**src/rtl/timer_pkg.sv**
```systemverilog
// ============================================================================
// timer_pkg
// Shared states, cursor digit positions and field limits for countdown_timer_n.
// Rev 1.0 - initial release
// ============================================================================
`default_nettype none

package timer_pkg;

  typedef enum logic [1:0] {
    ST_IDLE  = 2'd0,
    ST_RUN   = 2'd1,
    ST_PAUSE = 2'd2,
    ST_DONE  = 2'd3
  } state_t;

  localparam logic [2:0] DIG_H10 = 3'd0;
  localparam logic [2:0] DIG_H1  = 3'd1;
  localparam logic [2:0] DIG_M10 = 3'd2;
  localparam logic [2:0] DIG_M1  = 3'd3;
  localparam logic [2:0] DIG_S10 = 3'd4;
  localparam logic [2:0] DIG_S1  = 3'd5;

  localparam logic [5:0] SEC_MAX = 6'd59;
  localparam logic [5:0] MIN_MAX = 6'd59;

endpackage

`default_nettype wire

```
**src/rtl/btn_edge.sv**
```systemverilog
// ============================================================================
// btn_edge
// Registered rising-edge detector for a vector of synchronous level inputs.
// Rev 1.0 - initial release
// ============================================================================
`default_nettype none

module btn_edge #(
  parameter int WIDTH = 1
) (
  input  logic             clk,
  input  logic             rst_n,
  input  logic [WIDTH-1:0] level,
  output logic [WIDTH-1:0] rise
);

  logic [WIDTH-1:0] prev;

  always_ff @(posedge clk or negedge rst_n) begin
    if (!rst_n) begin
      prev <= '0;
      rise <= '0;
    end else begin
      prev <= level;
      rise <= level & ~prev;
    end
  end

endmodule

`default_nettype wire

```
**src/rtl/countdown_timer_n.sv**
```systemverilog
// ============================================================================
// countdown_timer_n
// HH:MM:SS edit/countdown/count-up timer paced by a 1 Hz tick enable.
// Optional feature macro: COUNTDOWN_TIMER_AUTORELOAD_EN (reload instead of DONE).
// Rev 1.0 - initial release
// ============================================================================
`default_nettype none

module countdown_timer_n
  import timer_pkg::*;
#(
  parameter int HOUR_MAX  = 99,
  parameter int HOUR_W    = 7,
  parameter int DEF_HOUR  = 0,
  parameter int DEF_MIN   = 5,
  parameter int DEF_SEC   = 0,
  parameter int DEF_DIGIT = 3
) (
  input  logic              clk_i,
  input  logic              reset_i,
  input  logic              tick_i,
  input  logic              start_i,
  input  logic              clear_i,
  input  logic              mode_i,
  input  logic              left_i,
  input  logic              right_i,
  input  logic              up_i,
  input  logic              down_i,
  output logic [HOUR_W-1:0] hour_o,
  output logic [5:0]        min_o,
  output logic [5:0]        sec_o,
  output logic [2:0]        digitp_o,
  output logic              running_o,
  output logic              expired_o,
  output logic              done_o
);

  logic [6:0] rise;
  logic tick_e, start_e, clear_e, left_e, right_e, up_e, down_e;

  btn_edge #(.WIDTH(7)) u_edge (
    .clk   (clk_i),
    .rst_n (reset_i),
    .level ({down_i, up_i, right_i, left_i, clear_i, start_i, tick_i}),
    .rise  (rise)
  );

  assign {down_e, up_e, right_e, left_e, clear_e, start_e, tick_e} = rise;

  state_t state, state_nxt;
  logic [HOUR_W-1:0] pre_hour, pre_hour_nxt, hour_nxt, edit_hour, tk_hour;
  logic [5:0] pre_min, pre_min_nxt, min_nxt, edit_min, tk_min;
  logic [5:0] pre_sec, pre_sec_nxt, sec_nxt, edit_sec, tk_sec;
  logic [2:0] digit_nxt;
  logic mode_up, mode_nxt, done_nxt, running_nxt, expired_nxt;
  logic preset_nz, target_hit;
  int h_t, m_t, s_t, dir;

  assign preset_nz = |{pre_hour, pre_min, pre_sec};

  // Edited preset: apply cursor weight, then one carry/borrow pass per field.
  always_comb begin
    dir = up_e ? 1 : -1;
    h_t = int'(pre_hour);
    m_t = int'(pre_min);
    s_t = int'(pre_sec);
    case (digitp_o)
      DIG_H10: h_t = h_t + 10 * dir;
      DIG_H1:  h_t = h_t + dir;
      DIG_M10: m_t = m_t + 10 * dir;
      DIG_M1:  m_t = m_t + dir;
      DIG_S10: s_t = s_t + 10 * dir;
      default: s_t = s_t + dir;
    endcase
    if (s_t > int'(SEC_MAX)) begin
      s_t = s_t - 60;
      m_t = m_t + 1;
    end else if (s_t < 0) begin
      s_t = s_t + 60;
      m_t = m_t - 1;
    end
    if (m_t > int'(MIN_MAX)) begin
      m_t = m_t - 60;
      h_t = h_t + 1;
    end else if (m_t < 0) begin
      m_t = m_t + 60;
      h_t = h_t - 1;
    end
    if (h_t > HOUR_MAX) begin
      edit_hour = HOUR_W'(HOUR_MAX);
      edit_min  = MIN_MAX;
      edit_sec  = SEC_MAX;
    end else if (h_t < 0) begin
      edit_hour = pre_hour;
      edit_min  = pre_min;
      edit_sec  = pre_sec;
    end else begin
      edit_hour = HOUR_W'(h_t);
      edit_min  = 6'(m_t);
      edit_sec  = 6'(s_t);
    end
  end

  always_comb begin
    tk_hour = hour_o;
    tk_min  = min_o;
    tk_sec  = sec_o;
    if (mode_up) begin
      if (sec_o == SEC_MAX) begin
        tk_sec = '0;
        if (min_o == MIN_MAX) begin
          tk_min  = '0;
          tk_hour = hour_o + 1'b1;
        end else begin
          tk_min = min_o + 6'd1;
        end
      end else begin
        tk_sec = sec_o + 6'd1;
      end
    end else begin
      if (sec_o == '0) begin
        tk_sec = SEC_MAX;
        if (min_o == '0) begin
          tk_min  = MIN_MAX;
          tk_hour = hour_o - 1'b1;
        end else begin
          tk_min = min_o - 6'd1;
        end
      end else begin
        tk_sec = sec_o - 6'd1;
      end
    end
    target_hit = mode_up ? ({tk_hour, tk_min, tk_sec} == {pre_hour, pre_min, pre_sec})
                         : ({tk_hour, tk_min, tk_sec} == '0);
  end

  // Next-state and datapath; clear outranks start, which outranks tick.
  always_comb begin
    state_nxt    = state;
    pre_hour_nxt = pre_hour;
    pre_min_nxt  = pre_min;
    pre_sec_nxt  = pre_sec;
    hour_nxt     = hour_o;
    min_nxt      = min_o;
    sec_nxt      = sec_o;
    digit_nxt    = digitp_o;
    mode_nxt     = mode_up;
    done_nxt     = 1'b0;
    case (state)
      ST_IDLE: begin
        if (clear_e) begin
          state_nxt = ST_IDLE;
        end else if (start_e && preset_nz) begin
          state_nxt = ST_RUN;
          mode_nxt  = mode_i;
        end else if (left_e) begin
          if (digitp_o != DIG_H10) digit_nxt = digitp_o - 3'd1;
        end else if (right_e) begin
          if (digitp_o != DIG_S1) digit_nxt = digitp_o + 3'd1;
        end else if (up_e || down_e) begin
          pre_hour_nxt = edit_hour;
          pre_min_nxt  = edit_min;
          pre_sec_nxt  = edit_sec;
        end
        if (state_nxt == ST_RUN && mode_i) begin
          hour_nxt = '0;
          min_nxt  = '0;
          sec_nxt  = '0;
        end else begin
          hour_nxt = pre_hour_nxt;
          min_nxt  = pre_min_nxt;
          sec_nxt  = pre_sec_nxt;
        end
      end
      ST_RUN: begin
        if (clear_e) begin
          state_nxt = ST_IDLE;
        end else if (start_e) begin
          state_nxt = ST_PAUSE;
        end else if (tick_e) begin
          hour_nxt = tk_hour;
          min_nxt  = tk_min;
          sec_nxt  = tk_sec;
          if (target_hit) begin
            done_nxt = 1'b1;
`ifdef COUNTDOWN_TIMER_AUTORELOAD_EN
            hour_nxt = mode_up ? '0 : pre_hour;
            min_nxt  = mode_up ? '0 : pre_min;
            sec_nxt  = mode_up ? '0 : pre_sec;
`else
            state_nxt = ST_DONE;
`endif
          end
        end
      end
      ST_PAUSE: begin
        if (clear_e)      state_nxt = ST_IDLE;
        else if (start_e) state_nxt = ST_RUN;
      end
      default: begin
        if (clear_e || start_e) state_nxt = ST_IDLE;
      end
    endcase
    if (state != ST_IDLE && state_nxt == ST_IDLE) begin
      hour_nxt = pre_hour;
      min_nxt  = pre_min;
      sec_nxt  = pre_sec;
    end
  end

  always_comb begin
    running_nxt = (state_nxt == ST_RUN);
    expired_nxt = (state_nxt == ST_DONE);
  end

  always_ff @(posedge clk_i or negedge reset_i) begin
    if (!reset_i) begin
      state     <= ST_IDLE;
      pre_hour  <= HOUR_W'(DEF_HOUR);
      pre_min   <= 6'(DEF_MIN);
      pre_sec   <= 6'(DEF_SEC);
      hour_o    <= HOUR_W'(DEF_HOUR);
      min_o     <= 6'(DEF_MIN);
      sec_o     <= 6'(DEF_SEC);
      digitp_o  <= 3'(DEF_DIGIT);
      mode_up   <= 1'b0;
      done_o    <= 1'b0;
      running_o <= 1'b0;
      expired_o <= 1'b0;
    end else begin
      state     <= state_nxt;
      pre_hour  <= pre_hour_nxt;
      pre_min   <= pre_min_nxt;
      pre_sec   <= pre_sec_nxt;
      hour_o    <= hour_nxt;
      min_o     <= min_nxt;
      sec_o     <= sec_nxt;
      digitp_o  <= digit_nxt;
      mode_up   <= mode_nxt;
      done_o    <= done_nxt;
      running_o <= running_nxt;
      expired_o <= expired_nxt;
    end
  end

endmodule

`default_nettype wire

```
**config.mk**
```make
export PLATFORM = sky130hd
export DESIGN_NAME = countdown_timer_n
export DESIGN_NICKNAME = d
export VERILOG_FILES = /design/src/rtl/timer_pkg.sv /design/src/rtl/btn_edge.sv /design/src/rtl/countdown_timer_n.sv
export SDC_FILE = /design/constraint.sdc
export NUM_CORES = 1
export LEC_CHECK = 0
export BUFFER_PORTS_ARGS = -buffer_cell sky130_fd_sc_hd__buf_2
export CAP_MARGIN = 15
export CORE_MARGIN = 2
export CORE_UTILIZATION = 45
export CTS_CLUSTER_DIAMETER = 100
export CTS_CLUSTER_SIZE = 40
export DETAILED_ROUTE_END_ITERATION = 6
export PLACE_DENSITY = 0.72
export SLEW_MARGIN = 0
export SYNTH_ARGS = -nofsm -noshare
export SYNTH_HDL_FRONTEND = slang
export SYNTH_HIERARCHICAL = 1
export SYNTH_SLANG_ARGS = --single-unit
export TNS_END_PERCENT = 10
```
**constraint.sdc**
```tcl
create_clock -name clk_i -period 8.2 [get_ports clk_i]
set_input_delay 0.82 -clock clk_i [delete_from_list [all_inputs] [get_ports clk_i]]
set_output_delay 0.82 -clock clk_i [all_outputs]
set_load 0.03 [all_outputs]
```
### After elaboration in Yosys (flattened, before gate mapping)

Cells that the tools add are included.

| storage, ports and cells | value |
|---|---|
| register bits after elaboration | 61 |
| logic and storage cells | 170 |

| operators by class | value |
|---|---|
| add/subtract/negate cells | 22 |
| $mul | 1 |
| order comparisons | 6 |
| eq/ne operators | 17 |
| muxes and demuxes | 85 |
| bitwise operators | 4 |
| reduce and logical (&&, ||, !) cells | 21 |

Operator list:

| kind | count |
|---|---|
| two-way mux 6 bit | 36 |
| case mux 32 bit (2 select lines) | 3 |
| two-way mux 32 bit | 5 |
| adder 7 x 32 -> 32 bit | 4 |
| two-way mux 7 bit | 17 |
| < comparator 32 x 1 -> 1 bit (second input constant) | 3 |
| adder 32 x 2 -> 32 bit (second input constant) | 2 |
| adder 8 x 32 -> 32 bit | 2 |
| > comparator 32 x 7 -> 1 bit (second input constant) | 2 |
| subtractor 32 x 2 -> 32 bit (second input constant) | 2 |
| > comparator 32 x 8 -> 1 bit (second input constant) | 1 |
| multiplier 4 x 32 -> 31 bit (first input constant) | 1 |
| case mux 6 bit (2 select lines) | 2 |
| two-way mux 2 bit | 10 |
| equality test 19 bit | 1 |
| logical NOT 19 bit | 1 |
| OR reduction 19 bit | 1 |
| case mux 7 bit (2 select lines) | 1 |
| adder 6 x 1 -> 6 bit (second input constant) | 2 |
| adder 6 x 3 -> 6 bit (second input constant) | 2 |
| equality test 6 bit (second input constant) | 2 |
| logical NOT 6 bit | 2 |
| two-way mux 3 bit | 4 |
| subtractor 6 x 1 -> 6 bit (second input constant) | 2 |
| other kinds (28) | 48 |

### Longest topological paths before layout

Gate-level depths: netlist of run 1.

| depth | value |
|---|---|
| depth after elaboration | 21 |
| depth in mapped cells | 30 |

### By module

Netlist of run 1, hierarchy kept.

By module, submodules not included:

| module | times used | cells an instance | area an instance (um^2) | sequential area each (um^2) |
|---|---|---|---|---|
| countdown_timer_n | 1 | 1474 | 10542.6 | 1183.6 |
| btn_edge | 1 | 21 | 446.7 | 350.3 |

### Worst setup path after synthesis of run 1

No wires, ideal clock.

| timing path | value |
|---|---|
| kind | register to register |
| start point | register u_edge.rise[5] |
| end point | register pre_hour[1] |
| arrival | 8523 ps |
| required time | 8119 ps |
| path slack | -404 ps |
| stages on the path, launching flop included | 28 |
| path buffers | 6 |
| cells stage by stage | dfrtp_1 -> clkbuf_1 -> inv_1 -> clkbuf_1 -> ha_1 -> buf_2 -> o21bai_1 -> a21oi_1 -> or2_2 -> ha_1 -> or3b_1 -> a222oi_1 -> nand4_1 -> or3_1 -> nor4_2 -> nand2_1 -> o31ai_1 -> xor2_1 -> nor3_1 -> and3_1 -> buf_4 -> nor2_1 -> or4_4 -> a311o_1 -> and4_4 -> buf_6 -> buf_6 -> a31oi_4 |

| on the way | value |
|---|---|
| word-level cells in the longest chain between the ends | 18 |
| elaborated cells on any way between the ends | 33 |
| classes of those cells | add/sub (10); mul (1); order compare (6); mux (15); reduce/logical (1) |

RTL lines:

| element | line | text |
|---|---|---|
| start: declaration | btn_edge.sv:14 | `output logic [WIDTH-1:0] rise` |
| start signal: assignment | btn_edge.sv:25 | `rise <= level & ~prev;` |
| two-way mux 32 bit | countdown_timer_n.sv:63 | `dir = up_e ? 1 : -1;` |
| multiplier 4 x 32 -> 31 bit | countdown_timer_n.sv:68, countdown_timer_n.sv:70, countdown_timer_n.sv:72 |  |
| adder 7 x 32 -> 32 bit, on equally long branches | countdown_timer_n.sv:70, countdown_timer_n.sv:72 |  |
| case mux 32 bit (2 select lines) | countdown_timer_n.sv:67 | `case (digitp_o)` |
| subtractor 32 x 2 -> 32 bit / < comparator 32 x 1 -> 1 bit (equally long branches) | countdown_timer_n.sv:80, countdown_timer_n.sv:78 |  |
| two-way mux 32 bit | countdown_timer_n.sv:78 | `end else if (s_t < 0) begin` |
| two-way mux 32 bit | countdown_timer_n.sv:75 | `if (s_t > int'(SEC_MAX)) begin` |
| < comparator 32 x 1 -> 1 bit | countdown_timer_n.sv:85 | `end else if (m_t < 0) begin` |
| (+2 left out) | - |  |
| < comparator 32 x 1 -> 1 bit | countdown_timer_n.sv:93 | `end else if (h_t < 0) begin` |
| two-way mux 7 bit | countdown_timer_n.sv:93 |  |
| two-way mux 7 bit | countdown_timer_n.sv:89 | `if (h_t > HOUR_MAX) begin` |
| two-way mux 7 bit (*) | countdown_timer_n.sv:160 | `end else if (up_e \|\| down_e) begin` |
| two-way mux 7 bit (*) | countdown_timer_n.sv:158 | `end else if (right_e) begin` |
| two-way mux 7 bit (*) | countdown_timer_n.sv:156 | `end else if (left_e) begin` |
| two-way mux 7 bit (*) | countdown_timer_n.sv:153 | `end else if (start_e && preset_nz) begin` |
| two-way mux 7 bit (*) | countdown_timer_n.sv:151 | `if (clear_e) begin` |
| end signal: assignment | countdown_timer_n.sv:219 | `pre_hour <= HOUR_W'(DEF_HOUR);` |
| end signal: assignment | countdown_timer_n.sv:232 | `pre_hour <= pre_hour_nxt;` |
| end: declaration | countdown_timer_n.sv:51 | `logic [HOUR_W-1:0] pre_hour, pre_hour_nxt, hour_nxt, edit_hour, tk_hour;` |

Every way passes the cells marked *; elsewhere a longest branch is shown, timed or not.
A chain may end at the register's enable or synchronous reset.

### Worst setup path in the final report of run 1

| timing path | value |
|---|---|
| start point | register pre_min[1] |
| end point | register hour_o[4] |

| on the way | value |
|---|---|
| word-level cells in the longest chain between the ends | 19 |
| elaborated cells on any way between the ends | 44 |
| classes of those cells | add/sub (4); order compare (4); eq/ne (5); mux (24); reduce/logical (7) |

RTL lines:

| element | line | text |
|---|---|---|
| start: declaration | countdown_timer_n.sv:52 | `logic [5:0] pre_min, pre_min_nxt, min_nxt, edit_min, tk_min;` |
| start signal: assignment | countdown_timer_n.sv:220 | `pre_min <= 6'(DEF_MIN);` |
| start signal: assignment | countdown_timer_n.sv:233 | `pre_min <= pre_min_nxt;` |
| adder 7 x 32 -> 32 bit, on equally long branches | countdown_timer_n.sv:71, countdown_timer_n.sv:70 |  |
| case mux 32 bit (2 select lines) | countdown_timer_n.sv:67 |  |
| subtractor 32 x 2 -> 32 bit | countdown_timer_n.sv:80 | `m_t = m_t - 1;` |
| two-way mux 32 bit | countdown_timer_n.sv:78 |  |
| two-way mux 32 bit | countdown_timer_n.sv:75 |  |
| < comparator 32 x 1 -> 1 bit | countdown_timer_n.sv:85 |  |
| two-way mux 32 bit | countdown_timer_n.sv:85 |  |
| two-way mux 32 bit | countdown_timer_n.sv:82 | `if (m_t > int'(MIN_MAX)) begin` |
| (+3 left out) | - |  |
| two-way mux 7 bit | countdown_timer_n.sv:160 |  |
| two-way mux 7 bit | countdown_timer_n.sv:158 |  |
| two-way mux 7 bit | countdown_timer_n.sv:156 |  |
| two-way mux 7 bit | countdown_timer_n.sv:153 |  |
| two-way mux 7 bit | countdown_timer_n.sv:151 |  |
| two-way mux 7 bit | countdown_timer_n.sv:165 | `if (state_nxt == ST_RUN && mode_i) begin` |
| case mux 7 bit (2 select lines) | countdown_timer_n.sv:149 | `case (state)` |
| two-way mux 7 bit | countdown_timer_n.sv:204 | `if (state != ST_IDLE && state_nxt == ST_IDLE) begin` |
| end signal: assignment | countdown_timer_n.sv:222 | `hour_o <= HOUR_W'(DEF_HOUR);` |
| end signal: assignment | countdown_timer_n.sv:235 | `hour_o <= hour_nxt;` |
| end: declaration | countdown_timer_n.sv:29 | `output logic [HOUR_W-1:0] hour_o,` |

Parallel ways exist; a longest one is shown, timed or not. The select of a mux whose other input is x is not followed.

==> run_results.csv, run 1 <==
group,metric,value,unit
synth,async_flop_share,100,%
global_routing,gr-total-overflow,0,
power,ir_drop,0.000216,V
global_routing,grt_pass1_vias,11143,
synth,yosys_register_bits,61,
floorplan,ioPinCount,35,
clock_network,path_clk_slew,0.05,ns
sta,fin_skew,0.00558,ns
setup_path,ff2ff_path_depth,22,
setup_path,r2r_end,"hour_o[4]$_DFFE_PN0P_",
clock_network,cts_resized,0,
setup_path,end_kind,"register",
sta,hold_violations,0,
status,outcome,"finished with violations",
sta,clock.fmax,0.131,GHz
detailed_routing,ant_nets,0,
setup_path,slowest_delay,0.54,ns
floorplan,die_x,160,um
min_path,hold_path_class,"reg2reg",
detailed_routing,vias,12230,
setup_path,r2r_setup_slack,0.56,ns
global_routing,grt_max_degree,62,
sta,hold_ws,0.445,ns
floorplan,initial_core_util,45.5,%
synth,synth_most_common_cell,"nand2_1",
clock_network,hold_buffers,0,
sta,rsz0062_at_grt,"no",
flow_run,cap_violations,0,
detailed_routing,drt_pass1_iterations,7,
setup_path,cp.arrival,7.88,ns
detailed_routing,viasPerCell,6.73,
placement,place.gp.congestion,1.01,
sta,slew_violations,0,
power,power-per-cell-area,475,nW/um2
synth,synth_seq_area_share,14.0,%
clock_network,cts_sinks,61,
global_routing,grt_pass1_wl,60900,um
detailed_routing,routed_wl,37600,um
detailed_routing,post_drt_wl_per_cell,20.7,um
global_routing,antenna_found_initial,0,
synth,synth_edf_count,0,
clock_network,post_cts_buffers,0,
floorplan,core-area,24200,um2
setup_path,r2r_start,"pre_min[1]$_DFFE_PN0P_",
sta,finalSetupViolCount,0,
floorplan,fp-row-count,57,
setup_path,path_cells,"fa_1 > nor2b_1 > o21ai_0 > nand2b_1 > a21oi_1 > ha_1 > or3b_1 > a222oi_1 > nand4_1 > nor3_2 > nor3b_1 > o2111a_1 > nand2b_1 > nand2_1 > a221o_1 > o21ai_0 > o311ai_0 > a2111oi_0 > and3_1 > nand3_1 > or3_1 > a221oi_1",
placement,io_buffers,34,
setup_path,crit_path_top_delay_cell,"dfrtp_1",
synth,synth_top_area_cell,"dfrtp_1",
synth,synth_area,11000,um2
min_path,hold_depth,1,
clock_network,cts_max_level,3,
detailed_routing,drt_iter0_markers,1500,
sta,tightest_slew,1.14,ns
synth,yosysWarnings,6,
min_path,min_to,"u_edge/rise[2]$_DFF_PN0_",
sta,slew-limit-headroom,23.3,%
floorplan,chipHeight,160,um
cells_and_area,antennaDiodeCount,0,
power,p_leak,4.61,nW
sta,period_needed,7.64,ns
synth,synthCells,1495,
cells_and_area,drive_gt1_share,11.5,%
cells_and_area,fin_nets,1595,
clock_network,cts_buffer_depth,2,
clock_network,numCtsBuffers,9,
placement,dpl.hpwl,28900,um
clock_network,clock_latency,0.34,ns
synth,ys_types,102,
synth,syn_avg_cell_area,7.35,um2
floorplan,dieArea,25700,um2
synth,postSynthNetCount,1603,
status,violations,"design-rule violations",
synth,yosys_most_used_dff,"dfrtp_1",
cells_and_area,synthToLayoutAreaGrowth,7.79,%
synth,synth_common_cells,"nand2_1 (132), nor2_1 (129), a21oi_1 (98)",
min_path,hold_start,"u_edge/prev[2]$_DFF_PN0_",
sta,setup-tns-final,0,ns
setup_path,critPathKind,"reg2reg",
global_routing,grt.total_usage,28.6,%
synth,synth.area.top_cells,"dfrtp_1 (13%), ha_1 (10%), nand2_1 (4.5%)",
setup_path,crit_fanout,16,
sta,finalCritPeriodShare,93.2,%
setup_path,cp-start-kind,"register",
clock_network,cts_tree,"built",
clock_network,cts_root_buffer,"clkbuf_16",
power,p_total,5.62,mW
synth,synth_top_area_share,12.5,%
setup_path,cp.required,8.44,ns
detailed_routing,drc,16,
==> sequential cells by signal, summed over array words and instances (netlist names), 2 cells and up <==
signal,count
digitp_o,3
pre_sec,6
min_o,6
u_edge/rise,7
state,2
hour_o,7
sec_o,6
pre_hour,7
pre_min,6
u_edge/prev,7
==> where the power goes <==
part           switching (mW)  internal [mW]  total (mW)
sequential              0.234          0.399       0.634
clock                   0.144          0.314       0.458
combinational            2.92           1.61        4.53
==> worst max-delay path by stage <==
stage | from | endpoint | slack [ns] | cells past startpoint
6_report | pre_min[1]$_DFFE_PN0P_ | hour_o[4]$_DFFE_PN0P_ | 0.56 | 22
2_1_floorplan | u_edge/rise[5]$_DFF_PN0_ | pre_hour[1]$_DFFE_PN0P_ | 0.80 | 27
3_3_place_gp | u_edge/rise[5]$_DFF_PN0_ | hour_o[6]$_DFFE_PN0P_ | 0.30 | 25
5_1_grt | u_edge/rise[5]$_DFF_PN0_ | pre_min[4]$_DFFE_PN0P_ | 0.03 | 24
3_5_place_dp | u_edge/rise[5]$_DFF_PN0_ | hour_o[6]$_DFFE_PN0P_ | 0.41 | 25
4_1_cts | u_edge/rise[5]$_DFF_PN0_ | hour_o[6]$_DFFE_PN0P_ | 0.38 | 25
==> layout make-up <==
cell class,instances,area [um2]
Sequential cell,61,1530
Tap cell,324,405
Fill cell,2375,12300
Clock buffer,11,253
Timing Repair Buffer,73,488
Multi-Input combinational cell,1302,8910
Clock inverter,5,106
Inverter,40,150
==> per-layer routing <==
metal	track usage, %	wire [um]	part of all wire [%]	up-vias
li1	-	-	-	5664
met1	39.0	16100	43	5813
met2	46.1	17200	46	632
met3	2.88	2720	7.2	121
met4	12.2	1630	4.3	0
met5	0	0	0	-
==> cells in the final DEF (no fill, tap or decap), types with 10 or more instances in the layout <==
master / count
nor2b_1: 19
and2_1: 18
a21o_1: 11
ha_1: 91
o21ai_0: 82
nand2b_1: 55
mux2i_1: 17
or3_1: 29
buf_2: 34
a22oi_1: 12
and3_1: 18
dfrtp_1: 55
nor3_1: 52
or2_2: 23
or4_1: 12
a211oi_1: 18
nand3_1: 55
xor2_1: 19
inv_1: 38
o21a_1: 10
buf_4: 37
nor2_1: 129
a22o_1: 14
xnor2_1: 40
nand4_1: 25
nand2_1: 132
nor3b_1: 10
o22ai_1: 18
o21ai_1: 13
a21oi_1: 96
a221oi_1: 10
a31oi_1: 28
nor4_1: 24
==> metrics by stage <==
| stage | utilization, % | cells | area (um2) | setup WS (ns) |
|---|---|---|---|---|
| finish | 49.0 | 1816 | 11800 | 0.559 |
| global route | 49.0 | 1816 | 11800 | 0.0294 |
| CTS | 48.9 | 1815 | 11800 | 0.376 |
| detailed placement | 47.4 | 1799 | 11500 | 0.412 |
| global placement | 47.4 | 1799 | 11500 | 0.299 |
| floorplan | - | 1495 | 11000 | 0.797 |
==> worst max-delay path, delay by kind of cell (launching register included) <==
family / cells / cell delay [ns]
and+or+nand+nor: 11 / 3.36
AOI/OAI and AO/OA: 9 / 2.83
adders and majority gates: 2 / 0.79
DFF: 1 / 0.54
==> logic make-up after synthesis <==
group,Yosys count,share of synthesized area [%]
muxes,19,1.86
and+or+nand+nor,655,32.1
buffers and inverters,133,5.32
DFF,61,14.0
xor gates and xnor gates,59,4.70
AOI/OAI and AO/OA,470,30.5
adders and majority gates,98,11.6
Power figures use the tool's default switching activity.
==> run 2: changes to the inputs <==
CORE_UTILIZATION = 58   (was 45)
PLACE_DENSITY = 0.87   (was 0.72)
clock period = 7 ns   (was 8.2 ns; I/O delays follow)
==> run 2 against run 1 <==
The run still ends with design-rule violations left. Cell area increased by 2.2%. Largest power group unchanged. Via count grew 5.9%. Die area decreased by 22%.
==> run_results.csv, run 2 (synthesis results as in run 1) <==
group,metric,value,unit
cells_and_area,antennaDiodeCount,0,
power,ir_drop,0.000290,V
cells_and_area,final_area,12100,um2
power,p_leak,4.83,nW
sta,period_needed,6.86,ns
clock_network,hold_buffers,0,
setup_path,crit_fanout,8,
setup_path,r2r_end,"hour_o[4]$_DFFE_PN0P_",
setup_path,cp.arrival,7.09,ns
clock_network,cts_buffer_depth,2,
clock_network,clock_latency,0.33,ns
setup_path,end_kind,"register",
setup_path,crit_path_end,"hour_o[4]$_DFFE_PN0P_",
global_routing,gr-total-overflow,0,
cells_and_area,layout_commonest_cell,"nand2_1",
detailed_routing,vias,12951,
placement,io_buffers,34,
cells_and_area,layout_common_cells,"nand2_1 (130), nor2_1 (128), a21oi_1 (97), ha_1 (91), o21ai_0 (81)",
power,p_total,6.83,mW
setup_path,ff2ff_path_depth,22,
floorplan,initial_core_util,58.9,%
cells_and_area,fin_nets,1637,
floorplan,core-area,18600,um2
sta,hold_violations,0,
floorplan,die_x,142,um
sta,slew_violations,0,
placement,place.gp.congestion,1.05,
cells_and_area,multiInputGateArea,9010,um2
clock_network,path_clk_slew,0.06,ns
global_routing,antenna_found_initial,1,
placement,placed_area,11600,um2
power,power-per-cell-area,564,nW/um2
flow_run,cap_violations,0,
clock_network,numCtsBuffers,9,
sta,finalSetupViolCount,0,
cells_and_area,drive_gt1_share,14.8,%
clock_network,cts_root_buffer,"clkbuf_16",
setup_path,r2r_start,"pre_min[1]$_DFFE_PN0P_",
detailed_routing,drt_pass1_iterations,7,
floorplan,chipHeight,142,um
floorplan,dieArea,20100,um2
floorplan,ioPinCount,35,
sta,rsz0062_at_grt,"yes",
cells_and_area,regArea,1530,um2
global_routing,grt_max_degree,62,
placement,dpl.hpwl,28000,um
detailed_routing,viasPerCell,7.33,
detailed_routing,post_drt_wl_per_cell,21.7,um
setup_path,critPathKind,"reg2reg",
cells_and_area,synthToLayoutAreaGrowth,10.2,%
setup_path,r2r_setup_slack,0.14,ns
global_routing,grt_pass1_wl,60800,um
sta,fin_skew,0.00642,ns
global_routing,grt_pass1_vias,11654,
detailed_routing,drc,1,
cells_and_area,fillers,1530,
sta,clock.fmax,0.146,GHz
clock_network,cts_sinks,61,
sta,slew-limit-headroom,13.3,%
setup_path,crit_path_start,"pre_min[1]$_DFFE_PN0P_",
min_path,hold_path_class,"reg2reg",
status,violations,"design-rule violations",
global_routing,grt.total_usage,36.9,%
setup_path,cp.required,7.22,ns
sta,finalCritPeriodShare,98.1,%
setup_path,cp-start-kind,"register",
detailed_routing,routed_wl,38400,um
floorplan,fp-row-count,50,
status,outcome,"finished with violations",
clock_network,cts_tree,"built",
detailed_routing,drt_iter0_markers,1735,
detailed_routing,ant_nets,0,
sta,tightest_slew,1.29,ns
clock_network,cts_max_level,3,
==> run 2: changes by cell type in the layout (fill, tap and decap cells not counted), sizes merged <==
cell    before  now
buf         73  115
clkbuf      11    9
clkinv       2    4
bufinv       3    2
inv         39   40
==> run 2: power by group <==
part           switching, mW  internal (mW)  total (mW)
logic                   3.61           2.03        5.64
registers              0.237          0.467       0.704
clock network          0.174          0.313       0.487
==> run 2: metal layers <==
metal / share of wire [%] / wire length [um] / GRT usage, %
met1: 38 / 14600 / 47.7
met2: 44 / 17000 / 57.9
met3: 11 / 4400 / 8.37
met4: 6.3 / 2410 / 19.0
met5: 0.034 / 13 / 0
==> run 2: repair_timing <==
item	4_1_cts	5_1_grt
pin swaps	1	3
cloned	0	1
buffers inserted	0	2
endpoints found under the setup margin	5	38
resized for setup	2	31
==> run 2: worst max-delay path, stage by stage (launching register included) <==
cell,delay [ns]
dfrtp_1,0.50
fa_1,0.47
nor2b_1,0.19
o21ai_0,0.20
nand2b_1,0.14
a21oi_1,0.29
ha_1,0.29
or3b_1,0.39
a222oi_1,0.38
nand4_1,0.20
buf_4,0.20
or3_1,0.36
nor4_4,0.22
nor4bb_1,0.33
o21ai_0,0.19
nor4_4,0.38
and3_4,0.29
nand2_2,0.14
a41oi_1,0.28
xnor2_1,0.28
nand3_1,0.28
or3_4,0.48
a221oi_1,0.28
==> run 2: stage by stage <==
step / utilization (%) / TNS (ns) / setup slack (ns) / std cells / hold WS, ns
2_1_floorplan: - / 0 / 0.0356 / 1495 / 0.404
3_3_place_gp: 62.4 / 0 / 0.249 / 1749 / 0.432
3_5_place_dp: 62.4 / 0 / 0.00159 / 1749 / 0.434
4_1_cts: 64.1 / 0 / 0.00245 / 1765 / 0.446
5_1_grt: 65.0 / -0.821 / -0.106 / 1768 / 0.449
6_report: 65.0 / 0 / 0.135 / 1768 / 0.443
==> run 2: area by class of cell <==
cell class / instances / share of cell area [%]
timing repair buffer: 115 / 6.56
multi-input combinational: 1302 / 74.4
clock buffer: 9 / 1.86
inverter: 40 / 1.26
tap: 234 / 2.42
clock inverter: 7 / 0.816
sequential: 61 / 12.7
==> run 2: worst min path at each step <==
| stage | slack, ns | to | start | cells after the start |
|---|---|---|---|---|
| after floorplan | 0.40 | digitp_o[2]$_DFFE_PN0P_ | reset_i | 0 |
| after global placement | 0.43 | u_edge/rise[2]$_DFF_PN0_ | u_edge/prev[2]$_DFF_PN0_ | 1 |
| after detailed placement | 0.43 | u_edge/rise[0]$_DFF_PN0_ | u_edge/prev[0]$_DFF_PN0_ | 1 |
| after CTS | 0.45 | u_edge/rise[0]$_DFF_PN0_ | u_edge/prev[0]$_DFF_PN0_ | 1 |
| after global routing | 0.45 | u_edge/rise[0]$_DFF_PN0_ | u_edge/prev[0]$_DFF_PN0_ | 1 |
| final | 0.44 | u_edge/rise[0]$_DFF_PN0_ | u_edge/prev[0]$_DFF_PN0_ | 1 |
